### src/rtl/alu_result_buffer.sv
// FWFT capture FIFO for the subtractor result stream, with head-zero flag and a saturating drop counter.
// Optional build macro ALU_RESBUF_DEDUP_EN: discards an input equal to the last word pushed.
module alu_result_buffer #(
  parameter int DEPTH = 8,
  parameter int DW    = 8
) (
  input  logic                       clk,
  input  logic                       rst_n,
  input  logic                       in_valid,
  input  logic [DW-1:0]              in_data,
  output logic                       out_valid,
  input  logic                       out_ready,
  output logic [DW-1:0]              out_data,
  output logic                       out_zero,
  output logic                       full,
  output logic                       empty,
  output logic [$clog2(DEPTH):0]     count,
  output logic [7:0]                 drop_cnt
);

  localparam int AW = $clog2(DEPTH);
  localparam int CW = AW + 1;
  localparam logic [CW-1:0] COUNT_FULL = CW'(DEPTH);

  logic [DW-1:0] mem_q [DEPTH];

  logic [AW-1:0] wr_ptr_q, wr_ptr_d;
  logic [AW-1:0] rd_ptr_q, rd_ptr_d;
  logic [CW-1:0] count_q, count_d;
  logic [7:0]    drop_cnt_q, drop_cnt_d;

  logic push;
  logic pop;
  logic drop;
  logic dup;

  // Status flags are decoded straight from the occupancy flop so an async reset shows up at once.
  assign empty     = (count_q == '0);
  assign full      = (count_q == COUNT_FULL);
  assign out_valid = !empty;
  assign out_data  = mem_q[rd_ptr_q];
  assign out_zero  = out_valid && (out_data == '0);
  assign count     = count_q;
  assign drop_cnt  = drop_cnt_q;

  assign pop  = out_valid && out_ready;
  assign push = in_valid && (!full || pop) && !dup;
  assign drop = in_valid && full && !pop && !dup;

`ifdef ALU_RESBUF_DEDUP_EN
  logic [DW-1:0] last_val_q, last_val_d;
  logic          last_ok_q, last_ok_d;

  assign dup = in_valid && last_ok_q && (in_data == last_val_q);

  always_comb begin
    last_val_d = last_val_q;
    last_ok_d  = last_ok_q;
    if (push) begin
      last_val_d = in_data;
      last_ok_d  = 1'b1;
    end
  end

  always_ff @(posedge clk or negedge rst_n) begin
    if (!rst_n) begin
      last_val_q <= '0;
      last_ok_q  <= 1'b0;
    end else begin
      last_val_q <= last_val_d;
      last_ok_q  <= last_ok_d;
    end
  end
`else
  assign dup = 1'b0;
`endif

  always_comb begin
    wr_ptr_d   = wr_ptr_q;
    rd_ptr_d   = rd_ptr_q;
    count_d    = count_q;
    drop_cnt_d = drop_cnt_q;

    if (push) wr_ptr_d = wr_ptr_q + AW'(1);
    if (pop)  rd_ptr_d = rd_ptr_q + AW'(1);

    if (push && !pop)      count_d = count_q + CW'(1);
    else if (pop && !push) count_d = count_q - CW'(1);

    if (drop && (drop_cnt_q != 8'hFF)) drop_cnt_d = drop_cnt_q + 8'd1;
  end

  always_ff @(posedge clk or negedge rst_n) begin
    if (!rst_n) begin
      wr_ptr_q   <= '0;
      rd_ptr_q   <= '0;
      count_q    <= '0;
      drop_cnt_q <= '0;
    end else begin
      wr_ptr_q   <= wr_ptr_d;
      rd_ptr_q   <= rd_ptr_d;
      count_q    <= count_d;
      drop_cnt_q <= drop_cnt_d;
    end
  end

  // Storage is left unreset; empty masks its contents.
  always_ff @(posedge clk) begin
    if (push) mem_q[wr_ptr_q] <= in_data;
  end

endmodule

### config.mk
export PLATFORM = sky130hd
export DESIGN_NAME = alu_result_buffer
export DESIGN_NICKNAME = d
export VERILOG_FILES = /design/src/rtl/alu_result_buffer.sv
export SDC_FILE = /design/constraint.sdc
export NUM_CORES = 1
export LEC_CHECK = 0
export ABC_CLOCK_PERIOD_IN_PS = 3400
export CAP_MARGIN = 20
export CORE_ASPECT_RATIO = 0.5
export CORE_MARGIN = 3
export CORE_UTILIZATION = 56
export CTS_CLUSTER_DIAMETER = 30
export DETAILED_ROUTE_END_ITERATION = 8
export PLACE_DENSITY_LB_ADDON = 0.2
export SLEW_MARGIN = 30
export SYNTH_ARGS = -nofsm -noshare
export SYNTH_HDL_FRONTEND = slang
export SYNTH_SLANG_ARGS = --single-unit
export TNS_END_PERCENT = 1
### constraint.sdc
create_clock -name clk -period 3.4 [get_ports clk]
set_input_delay 0.34 -clock clk [delete_from_list [all_inputs] [get_ports clk]]
set_output_delay 0.34 -clock clk [all_outputs]
set_load 0.05 [all_outputs]
======== Word-level counts from Yosys, hierarchy flattened ========
Memories as Yosys holds them, arrays and structs flattened.
Cells that the tools add are included.
operators by class
  $add $sub $neg .......................... 5
  eq/ne operators ......................... 2
  mux-type cells .......................... 4
  reductions and logical operators ........ 16
operators by type and width
  kind                 count
  $add 8x1->8 const B  1
  $logic_and 1x1->1    8
  $logic_not 8->1      1
  $mux 4               2
  $ne 8x8->1 const B   1
  $add 3x1->3 const B  2
  $add 4x1->4 const B  1
  $eq 4x4->1 const B   1
  $logic_not 1->1      4
  $logic_not 4->1      1
  $sub 4x1->4 const B  1
  $mux 1               2
  $reduce_bool 2->1    1
  $logic_or 1x1->1     1
storage, ports and cells
  register bits ........................... 18
  memory bits (writable) .................. 64
  bits of input ports ..................... 12
  output and inout port bits .............. 24
  logic and storage cells ................. 32
  memories ................................ 1
memories
  memory  words  bits a word  rd ports  clocked after Yosys merged registers in  write ports  line  text
  mem_q   8      8            1         0                                        1            25    logic [DW-1:0] mem_q [DEPTH];

======== Longest topological paths before layout ========
  depth after elaboration ................. 9
  gate-level depth with buffers ........... 12
  gate-level depth less buffers ........... 11

======== Worst setup path after synthesis ========
Ideal clock, no wire load.
  kind .................................... register to register
  start ................................... register count_q[0] (netlist: count[0])
  end ..................................... register count_q[3] (netlist: count[3])
  setup time .............................. 0.144 ns
  data arrival time ....................... 4.155 ns
  data required time ...................... 3.256 ns
  setup slack ............................. -0.899 ns
  stages on the path, launching flop included .. 13
  buffers on the path ..................... 1
  period minus slack after synthesis ...... 4.299 ns
  cell sequence ........................... dfrtp_1 > nor4b_1 > and2_1 > nor2b_1 > clkbuf_1 > ha_1 > inv_1 > ha_1 > a21o_1 > a21oi_1 > xnor2_1 > nor2_1 > xor2_1
RTL lines
  element                             line  text
  from (decl)                         29    logic [CW-1:0] count_q, count_d;
  from (signal assigned)              102   count_q <= count_d;
  $eq 4x4->1 *                        39    assign full = (count_q == COUNT_FULL);
  net full                            15    output logic full,
  $logic_not 1->1 *                   47    assign push = in_valid && (!full || pop) && !dup;
  $logic_or 1x1->1 *                  47
  $logic_and 1x1->1 *                 47
  net push                            32    logic push;
  $logic_not 1->1                     88    else if (pop && !push) count_d = count_q - CW'(1);
  $logic_and 1x1->1                   88
  $reduce_bool 2->1 (no source line)  -
The timed path passes the listed nets; every way through them passes the cells marked *. The select of a mux whose other input is x is not followed.
A chain may end at the register's enable or synchronous reset.

======== Worst setup path after layout ========
  start ................................... register rd_ptr_q[0]
  end ..................................... output out_zero
on the way
  longest elaborated chain between the ends .. 3
ends and longest elaborated chain
  element                 line  text
  from (decl)             28    logic [AW-1:0] rd_ptr_q, rd_ptr_d;
  from (signal assigned)  101   rd_ptr_q <= rd_ptr_d;
  $mem_v2 8x8             -
  $logic_not 8->1         42    assign out_zero = out_valid && (out_data == '0);
  $logic_and 1x1->1       42
  to (decl)               14    output logic out_zero,
Every way passes these cells.

==> impl_results.md <==
* Run status: completed
* RR Startpoint: count[0]
* Largest area contributor in the netlist: edfxtp_1
* Buf+Inv Stages, Crit Path at 2
* Setup crit start: rd_ptr_q[0]
* Initial DRC Count at 99
* Vias per cell at 5.77
* Mapped Area at 0.00342 mm2
* Placed Area at 0.00394 mm2
* Worst EP required at 3.06 ns
* Syn. warnings at 0
* Levels on crit path at 6
* Antenna Cells at 0
* Design Area, Final at 0.00428 mm2
* Crit path kind: flip-flop to output pin
* CP Max Fanout at 7
* Slowest-stage cell, CP: dfrtp_1
* CP top delay family: multiplexers
* Gr usage total at 21.3%
* GR Overflow Total at 0
* Worst r2r dst: count[3]
* Die Ht at 61.2 um
* CTS tree: yes
* FMAX at 0.311 GHz
* Hold_ws at 0.491 ns
* Root buffer cell: clkbuf_16
* Slew @ Worst Pin at 0.523 ns
* Routed WL at 6640 um
* Fin. Hold Viols at 0
* Layout Skew at 0.00796 ns
* Synth top area share at 56.2%
* DP Wirelength at 4150 um
* Die Wd at 116 um
* First-pass GRT wire length at 10700 um
* Clock-pin slew of the registers on the worst-case setup and hold paths at 0.06 ns
* P_leak at 1.55 nW
* CP Capture Type: output pin
* Area of the multi-input gates at 990 um2
* Setup total negative slack at 0 ns
* Initial Util at 60.1%
* Worst Setup EP: out_zero
* Core ar. at 0.00568 mm2
* Register bit total from synthesis at 82
* Via Count at 1847
* I/O Buffers at 35
* Post-route insts no fill at 320
* PD cells at 981 mW/mm2
* Seq/Total Area, Yosys at 69.4%
* Syn-to-layout area delta at 25.3%
* Post-Syn Area per Cell at 18.4 um2
* Max_cap viols at 0
* Final min period at 3.21 ns
* Unrepaired setup endpoints after global routing: false
* Row count at 19
* Maximum clock path buffer count at 2
* Max-slew headroom at 65.0%
* Largest cells by area after synthesis: edfxtp_1 56%, dfrtp_1 13%, mux4_2 7.9%
* Sequential Area at 0.00237 mm2
* Placed cells at 303
* Setup bufs post-CTS at 0
* Fin crit share at 94.5%
* Clock buffer count from CTS at 9
* Nets@finish at 261
* Routability cong. at 0.765
* Antenna-violating nets left at 0
* Max-slew violation count at 0
* Final setup fails at 0
* CTS sink cnt at 82
* Largest net degree at the start of global routing at 19
* Layout cells sized above 1 at 22.3%
* Drc violations at 0
* Antenna violations before repair at 0
* I/O pin count at 36
* Most frequent cell after synthesis: edfxtp_1
* WL per Instance at 20.8 um
* Syn nets at 205
* Post-synth cell types at 33
* Worst hold path class: input pin to asynchronous set/reset pin
* Cell chain of the critical path: buf_4 > mux4_2 > mux2_2 > or4_4 > nor4b_4 > buf_12
* IR drop worst, VDD at 0.845 mV
* H-tree depth at 3
* Synth Instances at 186
* Fillers at 331
* Die ar. at 0.00713 mm2
* Max stage delay on crit path at 0.51 ns
* Crit start category: flip-flop
* CP Data Arrival Time at 2.87 ns
* Post-synth EDFFs at 64
* DRT Pass-1 Iters at 4
* Worst reg-to-reg path cell count at 10
* Vias in the first global route at 2006
* Clock latency on the worst-skew pair at 0.33 ns
* Post-synthesis async set-or-reset flop share at 22.0%
* Commonest cells post-synth: 64 x edfxtp_1, 18 x dfrtp_1, 13 x nand2_1, 12 x mux4_2, 12 x xnor2_1
* Primary FF master, synth: edfxtp_1
* Layout Utilization at 75.4%
* R2R setup slack at 0.66 ns
[power by group]
| group | switching (mW) | leakage [nW] | internal, mW |
|---|---|---|---|
| registers | 0.160 | 0.808 | 1.28 |
| clock network | 0.364 | 0.160 | 0.716 |
| logic | 0.970 | 0.587 | 0.709 |
| total | 1.49 | 1.55 | 2.70 |
[sequential cells by signal, indices dropped and copies added (netlist names)]
name,flops
count,4
wr_ptr_q,3
rd_ptr_q,3
drop_cnt,8
mem_q,64
[cell type report]
class	count	share of cell area, %
Clock inverter	5	2.40
Inverter	4	0.351
Tap cell	73	2.13
Clock buffer	11	5.44
Multi-Input combinational cell	94	23.1
Timing Repair Buffer	51	11.2
Sequential cell	82	55.4
[routing by layer]
layer  share of wire, %  track usage, %  vias up
li1                   -               -      834
met1                 48            29.1      958
met2                 47            33.3       46
met3                4.5            7.07        9
met4                1.2            6.94        0
met5                  0               0        -
[cell usage in the layout (no fill, tap or decap), drive strengths merged, types with 2 or more instances in the layout]
master         instances
nor4b                  2
xnor2                 12
clkbuf                11
or4                    2
nor3                   4
buf                   17
mux4                  16
nand2                 13
inv                    4
mux2                  11
bufinv                 3
xor2                   3
nor2                   8
dfrtp                 18
nand4                  4
clkdlybuf4s50         33
nand2b                 3
ha                     6
edfxtp                64
nand3                  2
[worst min-delay path by stage]
stage,end,cells past startpoint
floorplan,count[0],0
global placement,drop_cnt[7],1
detailed placement,drop_cnt[7],1
CTS,drop_cnt[7],1
global route,drop_cnt[0],2
finish,drop_cnt[1],2
[logic make-up after synthesis]
| logic type | share of synthesized area [%] |
|---|---|
| simple gates | 6.52 |
| flops | 69.4 |
| compound gates | 0.769 |
| mux | 14.6 |
| xor+xnor | 3.84 |
| buf+inv | 2.05 |
| fa+ha+maj | 2.78 |
[worst register-to-register path, stage by stage (launching register included)]
cell and delay (ns):
dfrtp_1 0.48, or4_1 0.68, nand2_1 0.22, ha_1 0.22, inv_1 0.09, ha_1 0.28, a21o_1 0.15, a21oi_1 0.17
xnor2_1 0.14, nor2_1 0.06, xor2_1 0.14
[metrics by stage]
| step | power, mW | setup slack [ns] |
|---|---|---|
| after floorplan | 2.63 | 0.232 |
| after global placement | 3.08 | 0.572 |
| after detailed placement | 3.11 | 0.542 |
| after CTS | 4.23 | 0.149 |
| after global routing | 4.39 | 0.0620 |
| final | 4.20 | 0.188 |
[repair_timing]
action / CTS / global route
hold endpoints to repair: 0 / 18
hold buffers: 0 / 1
gates resized for setup: 0 / 0
(Power assumes the default switching activity.)
